===== src/rtl/tmds_pkg.sv =====
// Shared TMDS receive definitions: control tokens, TERC4 code table, word type and aligner states.
// Code words are listed as {q9..q0}; bit 0 is the first bit on the wire.
package tmds_pkg;

  typedef logic [9:0] tmds_word_t;

  localparam tmds_word_t CTRL_TOKEN_00 = 10'b1101010100;
  localparam tmds_word_t CTRL_TOKEN_01 = 10'b0010101011;
  localparam tmds_word_t CTRL_TOKEN_10 = 10'b0101010100;
  localparam tmds_word_t CTRL_TOKEN_11 = 10'b1010101011;

  // Index is the decoded nibble.
  localparam tmds_word_t TERC4_TABLE [16] = '{
    10'b1010011100, 10'b1001100011, 10'b1011100100, 10'b1011100010,
    10'b0101110001, 10'b0100011110, 10'b0110001110, 10'b0100111100,
    10'b1011001100, 10'b0100111001, 10'b0110011100, 10'b1011000110,
    10'b1010001110, 10'b1001110001, 10'b0101100011, 10'b1011000011
  };

  typedef enum logic [1:0] {
    SEARCH = 2'd0,
    SETTLE = 2'd1,
    LOCKED = 2'd2
  } dec_state_t;

endpackage


===== src/rtl/tmds_word_decode.sv =====
// Combinational classification of one 10-bit TMDS word: token, video byte and (TMDS_DEC_TERC4_EN) TERC4 nibble.
// Zero latency, no flow control; the caller registers the results.
module tmds_word_decode
  import tmds_pkg::*;
(
  input  tmds_word_t  word,
  output logic        is_token,
  output logic [1:0]  ctrl,
  output logic [7:0]  data,
  output logic        terc4_hit,
  output logic [3:0]  terc4
);

  logic [7:0] q;

  always_comb begin
    is_token = 1'b1;
    ctrl     = 2'b00;
    data     = 8'h00;
    q        = word[9] ? ~word[7:0] : word[7:0];
    case (word)
      CTRL_TOKEN_00: ctrl = 2'b00;
      CTRL_TOKEN_01: ctrl = 2'b01;
      CTRL_TOKEN_10: ctrl = 2'b10;
      CTRL_TOKEN_11: ctrl = 2'b11;
      default: begin
        is_token = 1'b0;
        data[0]  = q[0];
        // word[8] selects XOR vs XNOR chaining used by the encoder
        for (int i = 1; i < 8; i++) begin
          data[i] = word[8] ? (q[i] ^ q[i-1]) : ~(q[i] ^ q[i-1]);
        end
      end
    endcase
  end

`ifdef TMDS_DEC_TERC4_EN
  always_comb begin
    terc4_hit = 1'b0;
    terc4     = 4'h0;
    for (int i = 0; i < 16; i++) begin
      if (word == TERC4_TABLE[i]) begin
        terc4_hit = 1'b1;
        terc4     = 4'(i);
      end
    end
  end
`else
  assign terc4_hit = 1'b0;
  assign terc4     = 4'h0;
`endif

endmodule


===== src/rtl/tmds_channel_decoder.sv =====
// One TMDS receive channel: bit-slip word alignment on control-token runs, then token/video decode (TERC4 when TMDS_DEC_TERC4_EN).
// Two-register latency from tmds_in to decoded outputs; free-running, no backpressure.
module tmds_channel_decoder
  import tmds_pkg::*;
#(
  parameter int LOCK_TOKENS   = 8,
  parameter int SEARCH_WINDOW = 4096,
  parameter int SLIP_SETTLE   = 4,
  parameter int LOSS_WINDOW   = 4096
) (
  input  logic        clk,
  input  logic        rst_n,
  input  logic [9:0]  tmds_in,
  output logic        bitslip,
  output logic [3:0]  slip_count,
  output logic        locked,
  output logic        de,
  output logic [1:0]  ctrl,
  output logic [7:0]  data,
  output logic        terc4_hit,
  output logic [3:0]  terc4
);

  localparam int RUN_W  = $clog2(LOCK_TOKENS + 1);
  localparam int WIN_W  = (SEARCH_WINDOW > 1) ? $clog2(SEARCH_WINDOW) : 1;
  localparam int SET_W  = (SLIP_SETTLE > 1)   ? $clog2(SLIP_SETTLE)   : 1;
  localparam int LOSS_W = (LOSS_WINDOW > 1)   ? $clog2(LOSS_WINDOW)   : 1;

  tmds_word_t        word_q;
  dec_state_t        state;
  logic [RUN_W-1:0]  run_cnt;
  logic [WIN_W-1:0]  win_cnt;
  logic [SET_W-1:0]  settle_cnt;
  logic [LOSS_W-1:0] loss_cnt;

  logic       dec_is_token;
  logic [1:0] dec_ctrl;
  logic [7:0] dec_data;
  logic       dec_terc4_hit;
  logic [3:0] dec_terc4;

  logic run_full;
  logic win_end;
  logic settle_end;
  logic loss_end;
  logic slip_now;

  assign run_full   = (run_cnt == RUN_W'(LOCK_TOKENS));
  assign win_end    = (win_cnt == WIN_W'(SEARCH_WINDOW - 1));
  assign settle_end = (settle_cnt == SET_W'(SLIP_SETTLE - 1));
  assign loss_end   = (loss_cnt == LOSS_W'(LOSS_WINDOW - 1));
  // A completed run wins over an expiring window: lock, no slip.
  assign slip_now   = (state == SEARCH) && !run_full && win_end;

  tmds_word_decode u_decode (
    .word      (word_q),
    .is_token  (dec_is_token),
    .ctrl      (dec_ctrl),
    .data      (dec_data),
    .terc4_hit (dec_terc4_hit),
    .terc4     (dec_terc4)
  );

  always_ff @(posedge clk or negedge rst_n) begin
    if (!rst_n) begin
      word_q <= '0;
    end else begin
      word_q <= tmds_in;
    end
  end

  // Words seen during settling straddle the old boundary, so the run restarts after the slip.
  always_ff @(posedge clk or negedge rst_n) begin
    if (!rst_n) begin
      run_cnt <= '0;
    end else if (slip_now || state == SETTLE || !dec_is_token) begin
      run_cnt <= '0;
    end else if (!run_full) begin
      run_cnt <= run_cnt + 1'b1;
    end
  end

  always_ff @(posedge clk or negedge rst_n) begin
    if (!rst_n) begin
      state      <= SEARCH;
      win_cnt    <= '0;
      settle_cnt <= '0;
      loss_cnt   <= '0;
      slip_count <= 4'd0;
      bitslip    <= 1'b0;
      locked     <= 1'b0;
    end else begin
      bitslip <= 1'b0;
      case (state)
        SEARCH: begin
          if (run_full) begin
            state    <= LOCKED;
            locked   <= 1'b1;
            loss_cnt <= '0;
            win_cnt  <= '0;
          end else if (win_end) begin
            state      <= SETTLE;
            bitslip    <= 1'b1;
            win_cnt    <= '0;
            settle_cnt <= '0;
            slip_count <= (slip_count == 4'd9) ? 4'd0 : slip_count + 4'd1;
          end else begin
            win_cnt <= win_cnt + 1'b1;
          end
        end
        SETTLE: begin
          if (settle_end) begin
            state   <= SEARCH;
            win_cnt <= '0;
          end else begin
            settle_cnt <= settle_cnt + 1'b1;
          end
        end
        LOCKED: begin
          // Losing lock keeps the current phase; the search resumes from it.
          if (run_full) begin
            loss_cnt <= '0;
          end else if (loss_end) begin
            state   <= SEARCH;
            locked  <= 1'b0;
            win_cnt <= '0;
          end else begin
            loss_cnt <= loss_cnt + 1'b1;
          end
        end
        default: begin
          state  <= SEARCH;
          locked <= 1'b0;
        end
      endcase
    end
  end

  always_ff @(posedge clk or negedge rst_n) begin
    if (!rst_n) begin
      de        <= 1'b0;
      ctrl      <= 2'b00;
      data      <= 8'h00;
      terc4_hit <= 1'b0;
      terc4     <= 4'h0;
    end else if (locked) begin
      de        <= !dec_is_token;
      ctrl      <= dec_ctrl;
      data      <= dec_data;
      terc4_hit <= dec_terc4_hit;
      terc4     <= dec_terc4;
    end else begin
      de        <= 1'b0;
      ctrl      <= 2'b00;
      data      <= 8'h00;
      terc4_hit <= 1'b0;
      terc4     <= 4'h0;
    end
  end

endmodule


===== config.mk =====
export PLATFORM = sky130hd
export DESIGN_NAME = tmds_channel_decoder
export DESIGN_NICKNAME = d
export VERILOG_FILES = /design/src/rtl/tmds_pkg.sv /design/src/rtl/tmds_word_decode.sv /design/src/rtl/tmds_channel_decoder.sv
export SDC_FILE = /design/constraint.sdc
export NUM_CORES = 1
export LEC_CHECK = 0
export ABC_AREA = 1
export CAP_MARGIN = 20
export CELL_PAD_IN_SITES_DETAIL_PLACEMENT = 1
export CELL_PAD_IN_SITES_GLOBAL_PLACEMENT = 2
export CORE_ASPECT_RATIO = 0.6
export CORE_MARGIN = 3
export CORE_UTILIZATION = 35
export CTS_BUF_LIST = sky130_fd_sc_hd__clkbuf_2 sky130_fd_sc_hd__clkbuf_4 sky130_fd_sc_hd__clkbuf_8
export DETAILED_ROUTE_END_ITERATION = 7
export GPL_ROUTABILITY_DRIVEN = 0
export PLACE_DENSITY_LB_ADDON = 0.1
export SYNTH_ARGS = -nofsm -noshare
export SYNTH_HDL_FRONTEND = slang
export SYNTH_SLANG_ARGS = --single-unit

===== constraint.sdc =====
create_clock -name clk -period 2.19 [get_ports clk]
set_input_delay 0.5475 -clock clk [delete_from_list [all_inputs] [get_ports clk]]
set_output_delay 0.5475 -clock clk [all_outputs]
set_load 0.02 [all_outputs]

# Word level (Yosys, flattened, before mapping)

Index checks and enable logic that the tools add are counted.

Add/sub/neg operators: 5
Equality and inequality tests: 21
Muxes and demuxes: 44
Bitwise operators: 17
Reductions and logical operators: 17

Operators by type and width:

| cell                                                 | count |
|---|---|
| two-way mux 12 bit                                   | 8 |
| case mux 12 bit (3 select lines)                     | 1 |
| adder 12 x 1 -> 12 bit, second input constant        | 2 |
| equality test 12 bit, second input constant          | 2 |
| two-way mux 8 bit                                    | 3 |
| case mux 12 bit (2 select lines)                     | 1 |
| equality test 10 bit, second input constant          | 2 |
| two-way mux 2 bit                                    | 9 |
| AND reduction 4 bit                                  | 4 |
| two-way mux 1 bit                                    | 15 |
| != test 2 bit, second input constant                 | 7 |
| two-way mux 4 bit                                    | 3 |
| case mux 2 bit (3 select lines)                      | 2 |
| equality test 10 x 8 -> 1 bit, second input constant | 1 |
| equality test 10 x 9 -> 1 bit, second input constant | 1 |
| NOT 1 bit                                            | 9 |
| adder 4 x 1 -> 4 bit, second input constant          | 2 |
| equality test 4 bit, second input constant           | 2 |
| NOT 8 bit                                            | 1 |
| bitwise XOR 1 bit                                    | 7 |
| != test 3 bit, second input constant                 | 2 |
| AND reduction 3 bit                                  | 2 |
| equality test 2 bit, second input constant           | 2 |
| case mux 2 bit (2 select lines)                      | 1 |
| other kinds (11)                                     | 15 |

Flip-flop bits (word level): 59
Input bits: 12
Word-level logic and storage cells: 116

# Logic depth before layout (Yosys ltp)

Gate-level depths: netlist of the first run.

Word-level depth: 7
Gate-level depth with buffers: 11
Mapped depth without buffers: 10

# Hierarchy

A second synthesis of the first run with hierarchy kept.

Cell total of the unflattened synthesis: 437
Area, all modules: 3,517.1 um^2

By module, submodules not included:

| module               | times used | cells each | area an instance (um^2) | sequential area each (um^2) |
|---|---|---|---|---|
| tmds_channel_decoder | 1          | 366        | 3,094.2                 | 1,601.5 |
| tmds_word_decode     | 1          | 71         | 422.9                   | 0.0 |

# Worst setup path before layout of the first run

Ideal clock, no wire load.

Kind: flip-flop to flip-flop
From: register run_cnt[0]
To: register win_cnt[11]
Library setup time: 0.117 ns
Data arrival time: 1.433 ns
Data required time: 2.073 ns
Slack: 0.640 ns
Cell stages (with the launch flop): 10
Buffers on the path: 0
Period minus slack after synthesis: 1.550 ns
Path through: dfrtp_1 -> inv_1 -> ha_1 -> nand2_1 -> nor2_1 -> nor2_1 -> nand2_1 -> inv_1 -> nand3_1 -> nand2_1

Cells in the longest elaborated chain, start to end: 3
Elaborated cells between the ends (all ways): 5
Those cells by class: eq/ne (2); mux (2); reduce/logical (1)

RTL lines:

| element                                                                 | line                        | text |
|---|---|---|
| start: declaration                                                      | tmds_channel_decoder.sv:31  | `logic [RUN_W-1:0] run_cnt;` |
| start signal: assignment                                                | tmds_channel_decoder.sv:79  | `run_cnt <= run_cnt + 1'b1;` |
| equality test 4 bit *                                                   | tmds_channel_decoder.sv:48  | `assign run_full = (run_cnt == RUN_W'(LOCK_TOKENS));` |
| two-way mux 12 bit or != test 2 bit (tied branches)                     | --                          |  |
| case mux 12 bit (3 select lines) or AND reduction 4 bit (tied branches) | --                          |  |
| end signal: assignment                                                  | tmds_channel_decoder.sv:108 | `win_cnt <= win_cnt + 1'b1;` |
| end: declaration                                                        | tmds_channel_decoder.sv:32  | `logic [WIN_W-1:0] win_cnt;` |

Every way passes the cells marked *; elsewhere a longest branch is shown, timed or not.
A chain may end at the register's enable or synchronous reset.

# Worst setup path after layout of the first run

From: register slip_count[0]
To: output slip_count[0]

RTL lines:

| element                  | line                        | text |
|---|---|---|
| start: declaration       | tmds_channel_decoder.sv:15  | `output logic [3:0] slip_count,` |
| start signal: assignment | tmds_channel_decoder.sv:106 | `slip_count <= (slip_count == 4'd9) ? 4'd0 : slip_count + 4'd1;` |

No word-level cell between the ends.

==> results by group, run 1 <==
Status
  • Status: finished, final reports clean

Setup path
  • Crit. End Element: output pin
  • CP Depth: 1
  • CP arrival: roughly 1.5 ns
  • CP delay by family, top: buffers and inverters
  • WP data required: approximately 1.6 ns
  • Crit path buf inv count: 1
  • FF-to-FF path depth: 9
  • Critical path class: flip-flop to output pin
  • CP Launch Type: flip-flop
  • Crit-path cells: clkdlybuf4s50_1
  • CP peak stage delay: 0.65 ns
  • Max Fanout on Critical Path: 6
  • Max stage delay cell, worst path: clkdlybuf4s50_1

GRT
  • Largest net degree at the start of global routing: 60
  • GRT Total Usage: 17.8%
  • Vias in the first global route: around 2,700
  • Gr ovfl total: 0
  • First-pass GRT wire length: ~14,000 µm
  • Initial antenna violation count: 0

Pwr
  • Sequential Power Share: between 40% and 50%
  • P_int: between 1.5 and 2 mW
  • Sw Share: a little under a quarter
  • Comb pwr share: 3.7%
  • Sw Pwr: 0.518 mW
  • Clock network fraction of design power: about 48%
  • Max VDD drop: 0.000298 V
  • PD cells: 608 nW/µm²
  • Leak: 1.81 nW

Yosys
  • Synthesized area: between 3000 and 4000 µm²
  • Synthesis Warnings: 0
  • Register area share after synthesis: between 40% and 50%
  • Syn_area_per_cell: 8.19 µm²
  • Cells after Synth: 385
  • Netlist cell types: 30
  • FF+latch count, synth: roughly 60

Clocking
  • H-tree Lvls: 3
  • Inserted Clock Buffers: 9
  • # hold bufs at CTS: 0
  • Post-CTS setup buffer count: 0
  • Clk pin slew, worst setup/hold paths: approximately 0.07 ns
  • Root buffer cell: clkbuf_8
  • CTS tree: built
  • CTS sink count: around 60
  • Clk Latency, worst-skew pair: 0.34 ns
  • Worst-case clock buffer depth: 2
  • Post-CTS sizing: 0

STA
  • Slew Viols, Final: 0
  • Worst Skew: 0.00682 ns
  • Fin Setup TNS: 0 ns
  • Fin crit share: 91.5%
  • Worst setup margin: 0.186 ns
  • Final setup fails: 0
  • Fin crit period: approximately 2 ns
  • Final hold viol count: 0
  • Max frequency: 0.499 GHz
  • RSZ-0062 raised after global routing: no

Floorplan
  • Core area: 8620 µm²
  • DIE WIDTH: about 130 µm
  • Number of placed I/O pins: 34
  • Num rows: 26
  • DIE HEIGHT: ~80 µm
  • Die Area: just over 10,000 µm²
  • Starting Density: 36.6%

Placement
  • IO Port Bufs: 28
  • Final HPWL DP: 5930 µm
  • DP Worst Slack: 0.278 ns

Hold path
  • Hold WC Path Type: input port to asynchronous set/reset pin

Layout
  • Commonest non-fill, non-tap cell in the layout: nand2_1
  • Commonest cells after routing, fill and taps aside: nand2_1 (97), dfrtp_1 (59), inv_1 (44)
  • Inserted Diodes: 0
  • Final #Nets: 442
  • Area delta synth->final: 19.1%
  • Share of post-route cells with drive strength above 1: between 10 and 15%

Routing
  • Avg WL per Cell: 15.0 µm
  • Initial DRC count: 120
  • Post-route ant nets: 0
  • Drt drc: 0
  • Final WL: 8070 µm
  • Routed via count: 2,564
  • Vias per cell: 4.77
  • First-pass iteration count of the detailed router: 4

Flow run
  • Max Cap Viol: 0
## power groups by stage
| stage | combinational, mW | clock, mW | sequential [mW] |
|---|---|---|---|
| global route | 0.0956 | 1.18 | 1.11 |
| detailed placement | 0.0861 | 0 | 1.13 |
| finish | 0.0838 | 1.09 | 1.11 |
| global placement | 0.0857 | 0 | 1.13 |
| CTS | 0.0865 | 1.12 | 1.11 |
| floorplan | 0.0435 | 0 | 1.13 |
## cell usage after synthesis
| cell | instances | area [µm²] |
|---|---|---|
| buf_4 | 5 | 37.5 |
| o21ai_2 | 3 | 26.3 |
| a22oi_1 | 3 | 22.5 |
| buf_2 | 2 | 10.0 |
| nand4_1 | 5 | 31.3 |
| nand3_1 | 38 | 190 |
| nor3_1 | 6 | 30.0 |
| nand2_1 | 97 | 364 |
| xor2_1 | 16 | 140 |
| xnor2_1 | 4 | 35.0 |
| o21a_1 | 1 | 7.51 |
| inv_1 | 44 | 165 |
| or2_2 | 3 | 18.8 |
| ha_1 | 9 | 113 |
| nor2_4 | 4 | 45.0 |
| o211ai_1 | 1 | 7.51 |
| nand3_2 | 2 | 20.0 |
| buf_6 | 3 | 33.8 |
| nand2_2 | 6 | 37.5 |
| dfrtp_1 | 59 | 1480 |
| o21ai_4 | 1 | 16.3 |
| a21oi_1 | 5 | 25.0 |
| nor2_1 | 42 | 158 |
| inv_2 | 1 | 3.75 |
| nand3b_1 | 1 | 7.51 |
| conb_1 | 1 | 3.75 |
| o21ai_1 | 3 | 15.0 |
| o21bai_1 | 3 | 22.5 |
| nor2_2 | 4 | 25.0 |
| o21ai_0 | 13 | 65.1 |
## flip-flops by register name (all words and copies together) (netlist names)
| register | flops |
|---|---|
| locked | 1 |
| word_q | 10 |
| loss_cnt | 12 |
| win_cnt | 12 |
| settle_cnt | 2 |
| state | 2 |
| run_cnt | 4 |
| bitslip | 1 |
| de | 1 |
| slip_count | 4 |
| ctrl | 2 |
| data | 8 |
## cell families (layout without fill, tap and decap cells)
family / count (synthesis) / after routing / synth area share (%)
AOI/OAI and AO/OA: 33 / 33 / 6.59
xor gates and xnor gates: 20 / 20 / 5.56
adders and majority gates: 9 / 9 / 3.57
buffers and inverters: 55 / 92 / 7.94
DFF: 59 / 59 / 46.8
other: 1 / 5 / 0.119
and+or+nand+nor: 208 / 208 / 29.4
## final cells by class
type	count	area (µm²)
Fill cell	1031	4870
Sequential cell	59	1480
Multi-Input combinational cell	275	1440
Timing Repair Buffer	31	310
Clock buffer	13	173
Inverter	45	169
Tap cell	112	140
Clock inverter	3	45.0
## final timing paths
| check | start | end | slack (ns) |
|---|---|---|---|
| setup / recovery | slip_count[0]$_DFFE_PN0P_ | slip_count[0] | 0.19 |
| max in group asynchronous | rst_n | slip_count[3]$_DFFE_PN0P_ | 1.72 |
| hold reg to reg | settle_cnt[1]$_DFFE_PN0P_ | settle_cnt[1]$_DFFE_PN0P_ | 0.51 |
| min in group clk | settle_cnt[1]$_DFFE_PN0P_ | settle_cnt[1]$_DFFE_PN0P_ | 0.51 |
| setup reg to reg | state[1]$_DFFE_PN0P_ | win_cnt[4]$_DFFE_PN0P_ | 0.26 |
| hold / removal | rst_n | loss_cnt[2]$_DFFE_PN0P_ | 0.20 |
## per-stage QoR
stage	instances	hold slack (ns)	util [%]	instance area [µm²]	power (mW)
2_1_floorplan	389	0.252	-	3170	1.17
3_3_place_gp	522	0.478	41.0	3540	1.22
3_5_place_dp	522	0.505	41.0	3540	1.22
4_1_cts	538	0.198	43.6	3750	2.32
5_1_grt	538	0.209	43.6	3750	2.39
6_report	538	0.199	43.6	3750	2.28
## layer usage
layer,part of all wire (%),vias to the layer above,GRT usage [%]
li1,-,1280,-
met1,58,1249,27.0
met2,39,31,24.6
met3,2.8,4,4.14
met4,0.47,0,5.66
met5,0,-,0
No activity file was read; power rests on OpenSTA's default activity.
==> inputs of run 2 (changes only) <==
--- a/config.mk
+++ b/config.mk
@@ -16,6 +16,7 @@
 export DETAILED_ROUTE_END_ITERATION = 7
 export GPL_ROUTABILITY_DRIVEN = 0
 export PLACE_DENSITY_LB_ADDON = 0.1
+export RECOVER_POWER = 50
 export SYNTH_ARGS = -nofsm -noshare
 export SYNTH_HDL_FRONTEND = slang
 export SYNTH_SLANG_ARGS = --single-unit
==> run 2 against run 1 <==
  * The run now ends with capacitance limit, slew limit left
  * Cell count stayed put
  * Maximum frequency barely moved
  * First-iteration DRC count unchanged
  * Wire length about the same
  * Count of clock-buffer cells in the layout unchanged
  * Worst setup slack is essentially flat
  * Register-to-register slack barely moved
  * Die area unchanged
  * Sequential cell count is the same
  * Sequential power about the same
  * Critical path type unchanged
  * Largest cell class unchanged
  * Global-route usage did not move
  * Cell area decreased by 0.40%
==> results by group, run 2 (synthesis results as in run 1) <==
Status
  • Status: finished with violations
  • Failing checks: capacitance limit, slew limit

Layout
  • Biggest registers after layout: loss_cnt x12, win_cnt x12, word_q x10
  • Share of post-route cells with drive strength above 1: 10.3% (unchanged)
  • Multi-input logic area: 1440 µm² (unchanged)
  • Fill count: 1,033 (+0.19%)
  • Fin cells: 538 (unchanged)
  • Commonest cells after routing, fill and taps aside: nand2_1 (97), dfrtp_1 (59), inv_1 (44)
  • Area delta synth->final: 18.6%
  • Post-Layout Inst Area: 3740 µm² (-0.40%)
  • Commonest non-fill, non-tap cell in the layout: nand2_1
  • Flip-flop and latch area: 1480 µm² (unchanged)
  • Finished Core Util: 43.4% (-0.17 points)
  • Final #Nets: 442 (unchanged)
  • Inserted Diodes: 0 (unchanged)

Clocking
  • Post-CTS sizing: 0 (unchanged)
  • Inserted Clock Buffers: 9 (unchanged)
  • Clk Latency, worst-skew pair: 0.34 ns (about the same)
  • H-tree Lvls: 3 (unchanged)
  • CTS tree: built
  • # hold bufs at CTS: 0 (unchanged)
  • Root buffer cell: clkbuf_8
  • CTS sink count: 59 (unchanged)
  • Worst-case clock buffer depth: 2 (unchanged)
  • Post-CTS setup buffer count: 0 (unchanged)
  • Clk pin slew, worst setup/hold paths: 0.07 ns (about the same)

Pwr
  • Sw Share: 22.7% (+0.025 points)
  • Leak: 1.80 nW (-0.17%)
  • PD cells: 608 nW/µm² (about the same)
  • P_int: 1.76 mW (-0.34%)
  • Tot Pwr: 2.27 mW (-0.31%)
  • Clock network fraction of design power: 47.8% (+0.2 points)
  • Max VDD drop: 0.000298 V (about the same)
  • Sequential Power Share: 48.8% (about the same)
  • Sw Pwr: 0.517 mW (-0.20%)
  • Comb pwr share: 3.4% (-0.3 points)

STA
  • Worst setup margin: 0.187 ns (+0.000213 ns)
  • Fin crit period: 2.00 ns (-0.000213 ns)
  • Final hold viol count: 0 (unchanged)
  • Fin Setup TNS: 0 ns (unchanged)
  • Fin crit share: 91.5% (about the same)
  • RSZ-0062 raised after global routing: no
  • Slew Viols, Final: 60 (+60)
  • Rel. slew slack: -0.637%
  • Final setup fails: 0 (unchanged)
  • Worst Skew: 0.00693 ns (+0.000107 ns)
  • WHS: 0.509 ns (+0.310 ns)
  • Worst-Margin Slew: 1.51 ns
  • Max frequency: 0.499 GHz (about the same)

Hold path
  • Hold WC Path Type: flip-flop to flip-flop
  • HP Start: settle_cnt[1]$_DFFE_PN0P_
  • Hold depth: 2

Routing
  • Vias per cell: 4.77 (unchanged)
  • Avg WL per Cell: 15.0 µm (about the same)
  • Drt drc: 0 (unchanged)
  • First-pass iteration count of the detailed router: 4 (unchanged)
  • Routed via count: 2,564 (unchanged)
  • Post-route ant nets: 0 (unchanged)
  • Final WL: 8060 µm (about the same)
  • Initial DRC count: 120 (unchanged)

Setup path
  • Crit. End Element: output pin
  • WP data required: 1.64 ns (about the same)
  • Max stage delay cell, worst path: clkdlybuf4s50_1
  • CP delay by family, top: buffers and inverters
  • Crit path from: slip_count[0]$_DFFE_PN0P_
  • CP Depth: 1 (unchanged)
  • Crit Reg-Reg Startpoint: run_cnt[0]$_DFFE_PN0P_
  • FF-to-FF path depth: 10 (+1)
  • Max Fanout on Critical Path: 6 (unchanged)
  • Critical path class: flip-flop to output pin
  • Crit path buf inv count: 1 (unchanged)
  • CP peak stage delay: 0.65 ns (about the same)
  • Crit-path cells: clkdlybuf4s50_1
  • CP arrival: 1.46 ns (about the same)
  • CP Launch Type: flip-flop

Floorplan
  • Core area: 8620 µm² (unchanged)
  • Number of placed I/O pins: 34 (unchanged)
  • Num rows: 26 (unchanged)
  • DIE HEIGHT: 79.5 µm (unchanged)
  • Die Area: 10,200 µm² (unchanged)
  • Starting Density: 36.6% (unchanged)
  • DIE WIDTH: 129 µm (unchanged)

GRT
  • Vias in the first global route: 2,702 (unchanged)
  • Initial antenna violation count: 0 (unchanged)
  • Gr ovfl total: 0 (unchanged)
  • First-pass GRT wire length: 14,100 µm (unchanged)
  • GRT Total Usage: 17.8% (unchanged)
  • Largest net degree at the start of global routing: 60 (unchanged)

Placement
  • Post-DP Area: 3540 µm² (unchanged)
  • Final HPWL DP: 5930 µm (unchanged)
  • Post-Place Cells: 522 (unchanged)
  • DP Worst Slack: 0.278 ns (unchanged)
  • IO Port Bufs: 28 (unchanged)

Flow run
  • Max Cap Viol: 1 (+1)
run 2: layout make-up:
type                            instances  share of cell area, %
Sequential cell                        59                   39.5
Multi-Input combinational cell        275                   38.5
Timing Repair Buffer                   31                   7.90
Clock buffer                           13                   4.62
Inverter                               45                   4.52
Tap cell                              112                   3.75
Clock inverter                          3                   1.20
run 2: power groups by stage:
stage | combinational, mW | sequential, mW | clock, mW
floorplan | 0.0435 | 1.13 | 0
CTS | 0.0865 | 1.11 | 1.12
detailed placement | 0.0861 | 1.13 | 0
global route | 0.0888 | 1.11 | 1.18
finish | 0.0771 | 1.11 | 1.09
global placement | 0.0857 | 1.13 | 0
run 2: routing by layer:
metal | part of all wire (%) | vias up | track usage, %
li1 | - | 1280 | -
met1 | 58 | 1247 | 27.0
met2 | 39 | 33 | 24.6
met3 | 2.9 | 4 | 4.14
met4 | 0.47 | 0 | 5.66
met5 | 0 | - | 0
run 2: path summary, 6_finish.rpt:
path	end	slack (ns)
min in group asynchronous	loss_cnt[2]$_DFFE_PN0P_	0.65
hold reg to reg	settle_cnt[1]$_DFFE_PN0P_	0.51
setup / recovery	slip_count[0]	0.19
hold / removal	settle_cnt[1]$_DFFE_PN0P_	0.51
max in group asynchronous	slip_count[3]$_DFFE_PN0P_	0.63
setup reg to reg	loss_cnt[10]$_DFFE_PN0P_	0.27
==> inputs of run 3 (changes only) <==
--- a/config.mk
+++ b/config.mk
@@ -13,6 +13,7 @@
 export CORE_MARGIN = 3
 export CORE_UTILIZATION = 35
 export CTS_BUF_LIST = sky130_fd_sc_hd__clkbuf_2 sky130_fd_sc_hd__clkbuf_4 sky130_fd_sc_hd__clkbuf_8
+export CTS_CLUSTER_SIZE = 20
 export DETAILED_ROUTE_END_ITERATION = 7
 export GPL_ROUTABILITY_DRIVEN = 0
 export PLACE_DENSITY_LB_ADDON = 0.1
==> results of run 3 <==
Same layout as run 2: the final DEF is identical, and so are final timing and power.
